<file path="src/rtl/prpg_lfsr_if.sv">
// Control and observation bundle for the prpg_lfsr pattern generator.
// master drives step/load/mode controls, slave (the generator) returns state and period.
interface prpg_lfsr_if #(
    parameter int unsigned WIDTH = 8
);
    logic             en;
    logic             load;
    logic [WIDTH-1:0] seed_in;
    logic             mode;
    logic [WIDTH-1:0] seq;
    logic             msb;
    logic             wrap;
    logic [WIDTH-1:0] period;

    modport master (
        output en, load, seed_in, mode,
        input  seq, msb, wrap, period
    );

    modport slave (
        input  en, load, seed_in, mode,
        output seq, msb, wrap, period
    );
endinterface

</file>
<file path="src/rtl/prpg_lfsr.sv">
// Fibonacci/Galois LFSR pattern generator with seed load, zero-seed guard
// and a built-in period monitor that measures the sequence length in hardware.
module prpg_lfsr #(
    parameter int unsigned      WIDTH    = 8,
    parameter logic [WIDTH-1:0] FIB_TAPS = WIDTH'(8'hB8),
    parameter logic [WIDTH-1:0] GAL_TAPS = WIDTH'(8'h71),
    parameter logic [WIDTH-1:0] SEED     = {WIDTH{1'b1}}
) (
    input logic        clk,
    input logic        ini_n,
    prpg_lfsr_if.slave bus
);

    localparam logic [WIDTH-1:0] CNT_MAX = {WIDTH{1'b1}};
    localparam logic [WIDTH-1:0] CNT_ONE = WIDTH'(1);

    logic [WIDTH-1:0] state_q, state_d;
    logic [WIDTH-1:0] start_q, start_d;
    logic [WIDTH-1:0] cnt_q, cnt_d;
    logic [WIDTH-1:0] period_q, period_d;
    logic             mode_q, mode_d;
    logic             wrap_q, wrap_d;

    logic             fib_fb;
    logic [WIDTH-1:0] fib_next;
    logic [WIDTH-1:0] gal_next;
    logic [WIDTH-1:0] step_next;
    logic [WIDTH-1:0] load_val;
    logic             cnt_sat;

    // Candidate next states for both feedback styles; mode_q picks one.
    always_comb begin
        fib_fb    = ^(state_q & FIB_TAPS);
        fib_next  = {state_q[WIDTH-2:0], fib_fb};
        gal_next  = {state_q[WIDTH-2:0], 1'b0} ^ ({WIDTH{state_q[WIDTH-1]}} & GAL_TAPS);
        step_next = mode_q ? gal_next : fib_next;
        load_val  = (bus.seed_in == '0) ? SEED : bus.seed_in;
        cnt_sat   = (cnt_q == CNT_MAX);
    end

    // Next-state: load > mode change > step > hold.
    always_comb begin
        state_d  = state_q;
        start_d  = start_q;
        cnt_d    = cnt_q;
        period_d = period_q;
        mode_d   = mode_q;
        wrap_d   = 1'b0;

        if (bus.load) begin
            state_d = load_val;
            start_d = load_val;
            cnt_d   = '0;
        end else if (bus.mode != mode_q) begin
            // Switching polynomial invalidates the running measurement; restart from here.
            mode_d  = bus.mode;
            start_d = state_q;
            cnt_d   = '0;
        end else if (bus.en) begin
            state_d = step_next;
            if (step_next == start_q && !cnt_sat) begin
                wrap_d   = 1'b1;
                period_d = cnt_q + CNT_ONE;
                cnt_d    = '0;
            end else if (!cnt_sat) begin
                cnt_d = cnt_q + CNT_ONE;
            end
        end
    end

    always_ff @(posedge clk or negedge ini_n) begin
        if (!ini_n) begin
            state_q  <= SEED;
            start_q  <= SEED;
            cnt_q    <= '0;
            period_q <= '0;
            mode_q   <= 1'b0;
            wrap_q   <= 1'b0;
        end else begin
            state_q  <= state_d;
            start_q  <= start_d;
            cnt_q    <= cnt_d;
            period_q <= period_d;
            mode_q   <= mode_d;
            wrap_q   <= wrap_d;
        end
    end

    assign bus.seq    = state_q;
    assign bus.msb    = state_q[WIDTH-1];
    assign bus.wrap   = wrap_q;
    assign bus.period = period_q;

endmodule

</file>
<file path="src/flat_wrapper.sv">
// flat-port wrapper written by rule: the top's interface ports become plain ports
module prpg_lfsr_flat 
#(
    parameter int unsigned      WIDTH    = 8,
    parameter logic [WIDTH-1:0] FIB_TAPS = WIDTH'(8'hB8),
    parameter logic [WIDTH-1:0] GAL_TAPS = WIDTH'(8'h71),
    parameter logic [WIDTH-1:0] SEED     = {WIDTH{1'b1}}
)
  (clk, ini_n, bus_en, bus_load, bus_seed_in, bus_mode, bus_seq, bus_msb, bus_wrap, bus_period);
  prpg_lfsr_if #(.WIDTH(WIDTH)) bus_i ();
  input logic clk;
  input logic ini_n;
  input wire logic [$bits(bus_i.en)-1:0] bus_en;
  input wire logic [$bits(bus_i.load)-1:0] bus_load;
  input wire logic [$bits(bus_i.seed_in)-1:0] bus_seed_in;
  input wire logic [$bits(bus_i.mode)-1:0] bus_mode;
  output wire logic [$bits(bus_i.seq)-1:0] bus_seq;
  output wire logic [$bits(bus_i.msb)-1:0] bus_msb;
  output wire logic [$bits(bus_i.wrap)-1:0] bus_wrap;
  output wire logic [$bits(bus_i.period)-1:0] bus_period;
  assign bus_i.en = bus_en;
  assign bus_i.load = bus_load;
  assign bus_i.seed_in = bus_seed_in;
  assign bus_i.mode = bus_mode;
  assign bus_seq = bus_i.seq;
  assign bus_msb = bus_i.msb;
  assign bus_wrap = bus_i.wrap;
  assign bus_period = bus_i.period;
  prpg_lfsr #(.WIDTH(WIDTH), .FIB_TAPS(FIB_TAPS), .GAL_TAPS(GAL_TAPS), .SEED(SEED)) u_core (.clk(clk), .ini_n(ini_n), .bus(bus_i));
endmodule
</file>
<file path="config.mk">
export PLATFORM = sky130hd
export DESIGN_NAME = prpg_lfsr_flat
export DESIGN_NICKNAME = d
export VERILOG_FILES = /design/src/rtl/prpg_lfsr_if.sv /design/src/rtl/prpg_lfsr.sv /design/src/flat_wrapper.sv
export SDC_FILE = /design/constraint.sdc
export NUM_CORES = 1
export LEC_CHECK = 0
export ABC_AREA = 1
export CAP_MARGIN = 30
export CORE_ASPECT_RATIO = 1.25
export CORE_UTILIZATION = 45
export DETAILED_ROUTE_END_ITERATION = 8
export HOLD_SLACK_MARGIN = 0.15
export PLACE_DENSITY = 0.68
export RECOVER_POWER = 100
export REMOVE_ABC_BUFFERS = 1
export SETUP_SLACK_MARGIN = 0.1
export SLEW_MARGIN = 20
export SYNTH_ARGS = -nofsm -noshare
export SYNTH_HDL_FRONTEND = slang
export SYNTH_SLANG_ARGS = --single-unit
</file>
<file path="constraint.sdc">
create_clock -name clk -period 1.47 [get_ports clk]
set_input_delay 0.2205 -clock clk [delete_from_list [all_inputs] [get_ports clk]]
set_output_delay 0.2205 -clock clk [all_outputs]
set_load 0.1 [all_outputs]
</file>
==> results of run 1 <==
==> cells by family after synthesis <==
| family | after synthesis | synth area share, % |
|---|---|---|
| simple gates | 128 | 32.53 |
| buf+inv | 37 | 7.577 |
| compound gates | 29 | 11.04 |
| fa+ha+maj | 1 | 0.6531 |
| flops | 34 | 45.46 |
| xor+xnor | 6 | 2.743 |
==> power by group through the flow <==
| stage | sequential, mW | combinational (mW) | clock [mW] |
|---|---|---|---|
| after floorplan | 1.38 | 0.327 | 0 |
| after global placement | 1.11 | 1.05 | 0 |
| after detailed placement | 1.11 | 1.07 | 0 |
| after CTS | 1.11 | 1.22 | 0.735 |
| after global routing | 1.12 | 1.38 | 0.771 |
| final | 1.11 | 1.31 | 0.733 |
==> worst max-delay path, delay by kind of cell, from the launching register on <==
kind | cells | cell delay, ns
simple gates | 8 | 0.87
flops | 1 | 0.66
buf+inv | 1 | 0.14
compound gates | 1 | 0.07
==> state kept, by name, summed over array words and instances (netlist names) <==
| register | flops |
|---|---|
| u_core.bus.period | 8 |
| u_core.start_q | 8 |
| u_core.cnt_q | 8 |
| u_core.bus.seq | 8 |
| u_core.bus.wrap | 1 |
| u_core.mode_q | 1 |
==> synthesized netlist by cell type (all sizes together) <==
library cell / count / area [um2]
dfstp: 16 / 420.4
a21oi: 3 / 18.77
xor2: 5 / 43.79
nand2: 78 / 330.3
o221ai: 12 / 105.1
nand4: 10 / 62.56
clkbuf: 1 / 3.750
nor2: 15 / 87.58
ha: 1 / 12.51
o21ai: 11 / 66.32
buf: 3 / 17.52
a31oi: 1 / 6.260
dfrtp: 18 / 450.4
xnor2: 1 / 8.760
nand3: 24 / 137.6
nor3: 1 / 5.000
o211ai: 2 / 15.01
inv: 33 / 123.9
==> final cells by class <==
class | instances | area, um2 | area share (%)
inverters | 33 | 126.4 | 4.035
clock inverters | 1 | 5.005 | 0.1598
repair buffers | 88 | 832.0 | 26.57
well taps | 56 | 70.07 | 2.237
multi-input cells | 165 | 1140 | 36.40
clock buffers | 7 | 86.33 | 2.757
flip-flops and latches | 34 | 872.1 | 27.85
==> what timing repair did <==
action / CTS / global route
setup buffers: 10 / 8
hold buffers: 0 / 0
resized for setup: 45 / 35
hold endpoints to repair: 0 / 0
cloned: 1 / 0
pin swaps: 16 / 13
endpoints found under the setup margin: 36 / 36
==> path summary, 6_finish.rpt <==
kind	to	slack [ns]	cells past startpoint
setup / recovery	u_core.bus.period[6]$_DFFE_PN0P_	-0.39	10
hold / removal	u_core.bus.period[7]$_DFFE_PN0P_	0.48	2
setup reg to reg	u_core.bus.period[6]$_DFFE_PN0P_	-0.39	10
hold reg to reg	u_core.bus.period[7]$_DFFE_PN0P_	0.48	2
max in group asynchronous	u_core.mode_q$_DFFE_PN0P_	0.36	2
min in group asynchronous	u_core.bus.wrap$_DFF_PN0_	0.54	2
==> metal layers <==
| metal | up-vias | wire, um | track usage (%) |
|---|---|---|---|
| met5 | - | 0 | 0 |
| met4 | 0 | 187 | 13.18 |
| met3 | 20 | 252 | 5.155 |
| met2 | 78 | 3361 | 44.32 |
| met1 | 993 | 2436 | 31.80 |
| li1 | 964 | - | - |
==> per-stage QoR <==
| stage | cell area, um2 | hold WS (ns) | power [mW] |
|---|---|---|---|
| after floorplan | 1894 | -0.07509 | 1.707 |
| after global placement | 2785 | 0.5110 | 2.162 |
| after detailed placement | 2785 | 0.5152 | 2.178 |
| after CTS | 3131 | 0.2907 | 3.065 |
| after global routing | 3132 | 0.5074 | 3.267 |
| final | 3132 | 0.4820 | 3.159 |
==> results_dict.tcl, run 1 <==
set metrics [dict create \
    most-common-layout-cells "nand2_1, buf_4, inv_1, buf_6, dfrtp_1" \
    syn_area_um2 1916 \
    seqPwrFrac_pct 35.3 \
    clk_pin_slew_ns 0.08 \
    rsz0062_at_grt "true" \
    startpoint "u_core.bus.seq[7]$_DFFE_PN1P_" \
    maxCapViolCount 0 \
    endpoint_kind "flip-flop" \
    clk_path_buf_depth 2 \
    yosys_warnings 0 \
    cts_tree "done" \
    cp_common_cell "nand2_1" \
    clock_latency_ns 0.30 \
    switching_share_pct 38.38 \
    synth_cell_types 28 \
    final.setup.tns_ns -6.811 \
    grt_pass1_wl_um 8652 \
    crit_arrival_ns 2.05 \
    fmax_ghz 0.5367 \
    finalHoldViolCount 0 \
    cts_root_buf "clkbuf_8" \
    worstReg2RegStart "u_core.bus.seq[7]$_DFFE_PN1P_" \
    startpoint_type "flip-flop" \
    std_cell_rows 26 \
    fin_nets 341 \
    die-width_um 60.36 \
    drc_errors 0 \
    dp_hpwl_um 3635 \
    wl_per_cell_um 16.24 \
    max_stage_delay_ns 0.66 \
    overflow 0 \
    area_growth_pct 63.49 \
    finalClockSkew_ns 0.01316 \
    dp.cells 359 \
    fp.dieH_um 74.95 \
    drt-initial-drc-count 119 \
    first_global_vias 1922 \
    cts_inserted_buffers 5 \
    cts_sinks 34 \
    grt_max_degree 35 \
    tightest_slew_ns 0.8338 \
    power.static_leakage_nw 1.566 \
    switching_power_mw 1.212 \
    critPathSlowestCell "dfstp_2" \
    setup_viol 31 \
    ys_seq_area_share_pct 45.46 \
    clockPowerShare_pct 23.2 \
    place_congestion 0.8602 \
    drive_gt1_share_pct 49.39 \
    core_area_um2 4099 \
    worst_ep_required_time_ns 1.66 \
    initial_utilization_pct 46.73 \
    port_buffers 30 \
    fin_crit_ns 1.863 \
    worstHoldPathType "flip-flop to flip-flop" \
    failed_checks "negative setup slack" \
    postRouteAntennaNets 0 \
    finalWirelength_um 6238 \
    viasPerCell 5.352 \
    pwr_density_cell_nw_per_um2 1009 \
    worstPathMaxFanout 7 \
    combPwrFrac_pct 41.5 \
    grt_antenna_before_repair 0 \
    intPower_mw 1.947 \
    synth-seq-cells 34 \
    min_period_over_period_pct 126.8 \
    ir_drop_v 0.0007852 \
    dp_slack_ns -0.3400 \
    dieArea_um2 4523 \
    num_vias 2055 \
    final_common_cell "nand2_1" \
    n_antenna_cell 0 \
    io_pins 31 \
    fillers 259 \
    relSlewSlack_pct 44.42 \
    drtPass1Iterations 4 \
    worstSetupPathType "flip-flop to flip-flop" \
    finalMaxSlewViolations 0 \
    fin_cells 384 \
    status "finished with violations" \
    grt_usage_pct 26.36 \
    fin_ws_ns -0.3933 \
    hp-start "u_core.bus.period[7]$_DFFE_PN0P_" \
    path_cells "nand2_2 > nand2_4 > o21ai_4 > buf_4 > nand2_1 > nand2_4 > nor2_8 > nand3_2 > nand2_1 > nand2_1" \
    cts_max_level 2 \
    fin_util_pct 76.40 \
    syn_area_per_cell_um2 8.151 \
    synth_cells 235 \
]
No activity file was read; power rests on OpenSTA's default activity.
==> run 2, diff against run 1 <==
PLACE_DENSITY = 0.72   (was 0.68)
TNS_END_PERCENT = 5   (was default)
==> run 2 against run 1 <==
  * The run ends with design-rule violations, negative setup slack left
  * Global-route usage shrank 3.5 points
  * Clock power shrank 4.1%
  * Clock skew shrank 0.0031 ns
  * Utilization shrank 8.2 points
  * First-iteration DRC count shrank 33%
  * Worst hold slack lost 0.013 ns
  * Power shrank 8.5%
  * Die area is the same
  * Clock-buffer cell count is the same
  * Combinational power shrank 17%
  * Sequential power is essentially flat
  * Critical path type unchanged
  * Critical endpoint is now u_core.bus.period[4]$_DFFE_PN0P_
  * Largest cell class unchanged
  * Largest power group is now sequential cells
==> results_dict.tcl, run 2 (synthesis results as in run 1) <==
set metrics [dict create \
    gr-usage-met3_pct 4.983 \
    finalWirelength_um 4743 \
    n_antenna_cell 0 \
    num_vias 1857 \
    cts_sinks 34 \
    most-common-layout-cells "nand2_1, buf_4, inv_1, nand3_1, dfrtp_1" \
    clk_path_buf_depth 2 \
    core_area_um2 4099 \
    switching_power_mw 1.050 \
    postRouteAntennaNets 0 \
    clockPowerShare_pct 24.3 \
    dieArea_um2 4523 \
    port_buffers 30 \
    failed_checks "design-rule violations, negative setup slack" \
    cts_root_buf "clkbuf_8" \
    overflow 0 \
    intPower_mw 1.840 \
    io_pins 31 \
    final.setup.tns_ns -3.155 \
    initial_utilization_pct 46.73 \
    grt_usage_pct 22.84 \
    status "finished with violations" \
    drive_gt1_share_pct 36.98 \
    grt_antenna_before_repair 0 \
    place_congestion 0.8655 \
    grt_max_degree 35 \
    fin_crit_ns 1.692 \
    area_growth_pct 45.85 \
    switching_share_pct 36.33 \
    cts_tree "done" \
    fmax_ghz 0.5910 \
    p_total_mw 2.890 \
    pwr_density_cell_nw_per_um2 1034 \
    die-width_um 60.36 \
    worstPathMaxFanout 7 \
    rsz0062_at_grt "true" \
    grt.busiest_layer "met2" \
    worstHoldPathType "flip-flop to flip-flop" \
    final_common_cell "nand2_1" \
    std_cell_rows 26 \
    wl_per_cell_um 12.92 \
    seqPwrFrac_pct 38.1 \
    maxCapViolCount 0 \
    drc_errors 2 \
    drt-initial-drc-count 80 \
    clk_pin_slew_ns 0.07 \
    crit_arrival_ns 1.92 \
    relSlewSlack_pct 46.58 \
    finalHoldViolCount 0 \
    fp.dieH_um 74.95 \
    combPwrFrac_pct 37.6 \
    dp_hpwl_um 3620 \
    fin_nets 324 \
    cts_max_level 2 \
    use_met1_pct 28.51 \
    min_period_over_period_pct 115.1 \
    finalClockSkew_ns 0.01005 \
    viasPerCell 5.060 \
    cts_hold_buf 0 \
    fin_ws_ns -0.2221 \
    cts_inserted_buffers 5 \
    worstSetupPathType "flip-flop to flip-flop" \
    setup_viol 19 \
    tightest_slew_ns 0.8013 \
    endpoint_kind "flip-flop" \
    ir_drop_v 0.0008055 \
    startpoint_type "flip-flop" \
    power.static_leakage_nw 1.452 \
    first_global_vias 1750 \
    clock_latency_ns 0.29 \
    grt_pass1_wl_um 7665 \
    worst_ep_required_time_ns 1.70 \
    finalMaxSlewViolations 0 \
    dp_slack_ns -0.3337 \
    drtPass1Iterations 6 \
    met2_usage_pct 38.95 \
]
-- run 2: changes by cell type in the layout (fill, tap and decap cells not counted), moves of 2 or more --
| cell | previous run | this run |
|---|---|---|
| buf_2 | 7 | 5 |
| nand2_4 | 10 | 7 |
| inv_1 | 25 | 27 |
| nand3_4 | 3 | 1 |
| o221ai_1 | 5 | 9 |
| buf_4 | 39 | 33 |
| nand3_1 | 10 | 22 |
| nand2_2 | 11 | 4 |
| nand3_2 | 12 | 1 |
| clkbuf_2 | 3 | 5 |
| buf_6 | 19 | 7 |
| nand2_1 | 56 | 67 |
| o221ai_2 | 7 | 3 |
-- run 2: metal layers --
metal  vias to the layer above  part of all wire, %
met5                         -                    0
met4                         0                 0.57
met3                         2                  3.6
met2                        39                   52
met1                       880                   44
li1                        936                    -
-- run 2: power groups by stage --
stage / sequential [mW] / combinational [mW] / clock, mW
2_1_floorplan: 1.38 / 0.327 / 0
3_3_place_gp: 1.11 / 1.08 / 0
3_5_place_dp: 1.11 / 1.10 / 0
4_1_cts: 1.10 / 1.13 / 0.730
5_1_grt: 1.11 / 1.16 / 0.761
6_report: 1.10 / 1.09 / 0.703
-- run 2: metrics by stage --
step / cells / utilization (%) / cell area (um2) / hold slack [ns]
2_1_floorplan: 231 / - / 1894 / -0.07509
3_3_place_gp: 357 / 68.19 / 2795 / 0.5090
3_5_place_dp: 357 / 68.19 / 2795 / 0.5162
4_1_cts: 366 / 71.46 / 2929 / 0.2965
5_1_grt: 367 / 68.16 / 2794 / 0.4896
6_report: 367 / 68.16 / 2794 / 0.4694
-- run 2: final timing paths --
check                                                 start  cells past startpoint                                to  slack [ns]
hold reg to reg            u_core.bus.period[3]$_DFFE_PN0P_                      2  u_core.bus.period[3]$_DFFE_PN0P_        0.47
setup reg to reg              u_core.bus.seq[7]$_DFFE_PN1P_                      9  u_core.bus.period[4]$_DFFE_PN0P_       -0.22
hold / removal             u_core.bus.period[3]$_DFFE_PN0P_                      2  u_core.bus.period[3]$_DFFE_PN0P_        0.47
min in group asynchronous                             ini_n                      2  u_core.bus.period[2]$_DFFE_PN0P_        0.54
setup / recovery              u_core.bus.seq[7]$_DFFE_PN1P_                      9  u_core.bus.period[4]$_DFFE_PN0P_       -0.22
max in group asynchronous                             ini_n                      2         u_core.mode_q$_DFFE_PN0P_        0.38
-- run 2: final cells by class --
class / count / area [um2]
clock buffer: 7 / 86.33
clock inverter: 1 / 5.005
fill: 351 / 1305
inverter: 33 / 126.4
multi-input combinational: 164 / 965.9
sequential: 34 / 872.1
tap: 56 / 70.07
timing repair buffer: 72 / 668.1
-- run 2: critical path: stages (launching register included) --
cell and delay (ns):
dfstp_2 0.61, nand3_1 0.12, nand3_1 0.10, nand2_1 0.08
nor2_2 0.10, nand3_2 0.13, nor2_8 0.16, buf_4 0.16
nand4_1 0.10, nand2_1 0.08
-- run 2: what timing repair did --
| item | 4_1_cts | 5_1_grt |
|---|---|---|
| pin swaps | 2 | 2 |
| setup buffers | 1 | 1 |
| setup endpoints to repair | 36 | 38 |
| gates resized for setup | 11 | 11 |
==> run 3, diff against run 2 <==
CORE_MARGIN = 2   (was default)
==> run 3 against run 2 <==
  * The flow finishes with violations (negative setup slack)
  * Critical path depth unchanged
  * Worst hold slack better by 0.0018 ns
  * Clock power down 4.3%
  * Global-route usage down 0.45 points
  * Largest power group is now combinational logic
==> results_dict.tcl, run 3 (synthesis results as in run 1) <==
set metrics [dict create \
    status "finished with violations" \
    failed_checks "negative setup slack" \
    crit_arrival_ns 1.99 \
    dpl-instance-area_um2 2818 \
    cts_root_buf "clkbuf_8" \
    port_buffers 30 \
    fin_crit_ns 1.762 \
    fp.dieH_um 76.95 \
    fillers 336 \
    multiInputGateArea_um2 963.4 \
    grt_antenna_before_repair 0 \
    grt_usage_pct 22.39 \
    pwr_density_cell_nw_per_um2 1032 \
    drc_errors 0 \
    fmax_ghz 0.5676 \
    clock_latency_ns 0.29 \
    place_congestion 0.8366 \
    most-common-layout-cells "nand2_1, buf_4, inv_1, nand3_1, dfrtp_1" \
    dp.cells 360 \
    min_period_over_period_pct 119.8 \
    die-width_um 62.36 \
    power.static_leakage_nw 1.457 \
    dp_hpwl_um 3763 \
    critPathSlowestCell "dfstp_2" \
    fin_nets 325 \
    overflow 0 \
    drtPass1Iterations 4 \
    worstHoldPathType "flip-flop to flip-flop" \
    io_pins 31 \
    design_area_um2 2793 \
    initial_utilization_pct 46.73 \
    wl_per_cell_um 14.04 \
    p_total_mw 2.883 \
    dp_slack_ns -0.3783 \
    finalHoldViolCount 0 \
    std_cell_rows 26 \
    n_antenna_cell 0 \
    grt_max_degree 35 \
    drive_gt1_share_pct 36.86 \
    clk_pin_slew_ns 0.07 \
    area_growth_pct 45.79 \
    finalClockSkew_ns 0.01125 \
    min_delay_path_depth 2 \
    cts_max_level 2 \
    setup_viol 17 \
    max_stage_delay_ns 0.62 \
    finalWirelength_um 5165 \
    cp_top_family "simple AND/OR/NAND/NOR gates" \
    core_area_um2 4099 \
    finalMaxSlewViolations 0 \
    drt-initial-drc-count 114 \
    cts_inserted_buffers 5 \
    r2r.worst_path.cells 9 \
    final.setup.tns_ns -4.462 \
    regArea_um2 872.1 \
    fin_ws_ns -0.2917 \
    rsz0062_at_grt "true" \
    dieArea_um2 4798 \
    num_vias 1874 \
    startpoint_type "flip-flop" \
    relSlewSlack_pct 42.21 \
    path_cells "nand3_1 > nand2_1 > nor2_1 > nor2_2 > nand3_2 > nor2_8 > buf_4 > nand4_1 > nand2_1" \
    cp_common_cell "nand2_1" \
    fin_cells 368 \
    endpoint_kind "flip-flop" \
    maxCapViolCount 0 \
    cts_sinks 34 \
    clk_path_buf_depth 2 \
    path_depth 9 \
    ir_drop_v 0.0007643 \
    worst_ep_required_time_ns 1.70 \
    postRouteAntennaNets 0 \
    first_global_vias 1894 \
    viasPerCell 5.092 \
    tightest_slew_ns 0.8668 \
    worstSetupPathType "flip-flop to flip-flop" \
    critPathBufInv 1 \
    worstPathMaxFanout 7 \
    postCtsSetupRepairBufs 0 \
    cts_tree "done" \
    final_common_cell "nand2_1" \
    grt_pass1_wl_um 8445 \
]
==> run 3: path summary, 6_finish.rpt <==
kind	end	slack [ns]	startpoint
max	u_core.bus.period[4]$_DFFE_PN0P_	-0.29	u_core.bus.seq[7]$_DFFE_PN1P_
min	u_core.bus.period[3]$_DFFE_PN0P_	0.47	u_core.bus.period[3]$_DFFE_PN0P_
min in group asynchronous	u_core.cnt_q[0]$_DFFE_PN0P_	0.58	ini_n
max reg2reg	u_core.bus.period[4]$_DFFE_PN0P_	-0.29	u_core.bus.seq[7]$_DFFE_PN1P_
max in group asynchronous	u_core.mode_q$_DFFE_PN0P_	0.30	ini_n
min reg2reg	u_core.bus.period[3]$_DFFE_PN0P_	0.47	u_core.bus.period[3]$_DFFE_PN0P_
==> run 3: layer usage <==
| metal | GRT usage, % | share of wire, % | routed length, um | up-vias |
|---|---|---|---|---|
| li1 | - | - | - | 934 |
| met1 | 27.64 | 43 | 2229 | 886 |
| met2 | 38.37 | 51 | 2631 | 42 |
| met3 | 3.226 | 3.3 | 170 | 12 |
| met4 | 10.89 | 2.6 | 134 | 0 |
| met5 | 0 | 0 | 0 | - |
==> run 3: report_power, final <==
| group | switching (mW) | internal, mW | leakage (nW) |
|---|---|---|---|
| Clock | 0.345 | 0.328 | 0.0450 |
| Sequential | 0.0596 | 1.04 | 0.416 |
| Combinational | 0.678 | 0.428 | 0.996 |
==> run 3: layout make-up <==
class / instances / area share (%)
clock buffers: 6 / 2.599
clock inverters: 2 / 0.3584
inverters: 33 / 4.435
multi-input cells: 164 / 34.50
flip-flops and latches: 34 / 31.23
well taps: 56 / 2.509
repair buffers: 73 / 24.37
==> run 3: repair_timing <==
item / 4_1_cts / 5_1_grt
hold buffers: 0 / 0
endpoints found under the setup margin: 36 / 39
pin swaps: 1 / 3
gates resized for setup: 5 / 16
==> run 3: per-stage QoR <==
step | util (%) | hold slack [ns]
6_report | 68.13 | 0.4712
5_1_grt | 68.13 | 0.5033
4_1_cts | 71.12 | 0.3087
3_5_place_dp | 68.74 | 0.5103
3_3_place_gp | 68.74 | 0.5078
2_1_floorplan | - | -0.07509
==> run 3: tightest hold or removal path, cell delays in order (launching register included) <==
cell     delay (ns)
dfrtp_1        0.34
nand2_1        0.05
nand2_1        0.05
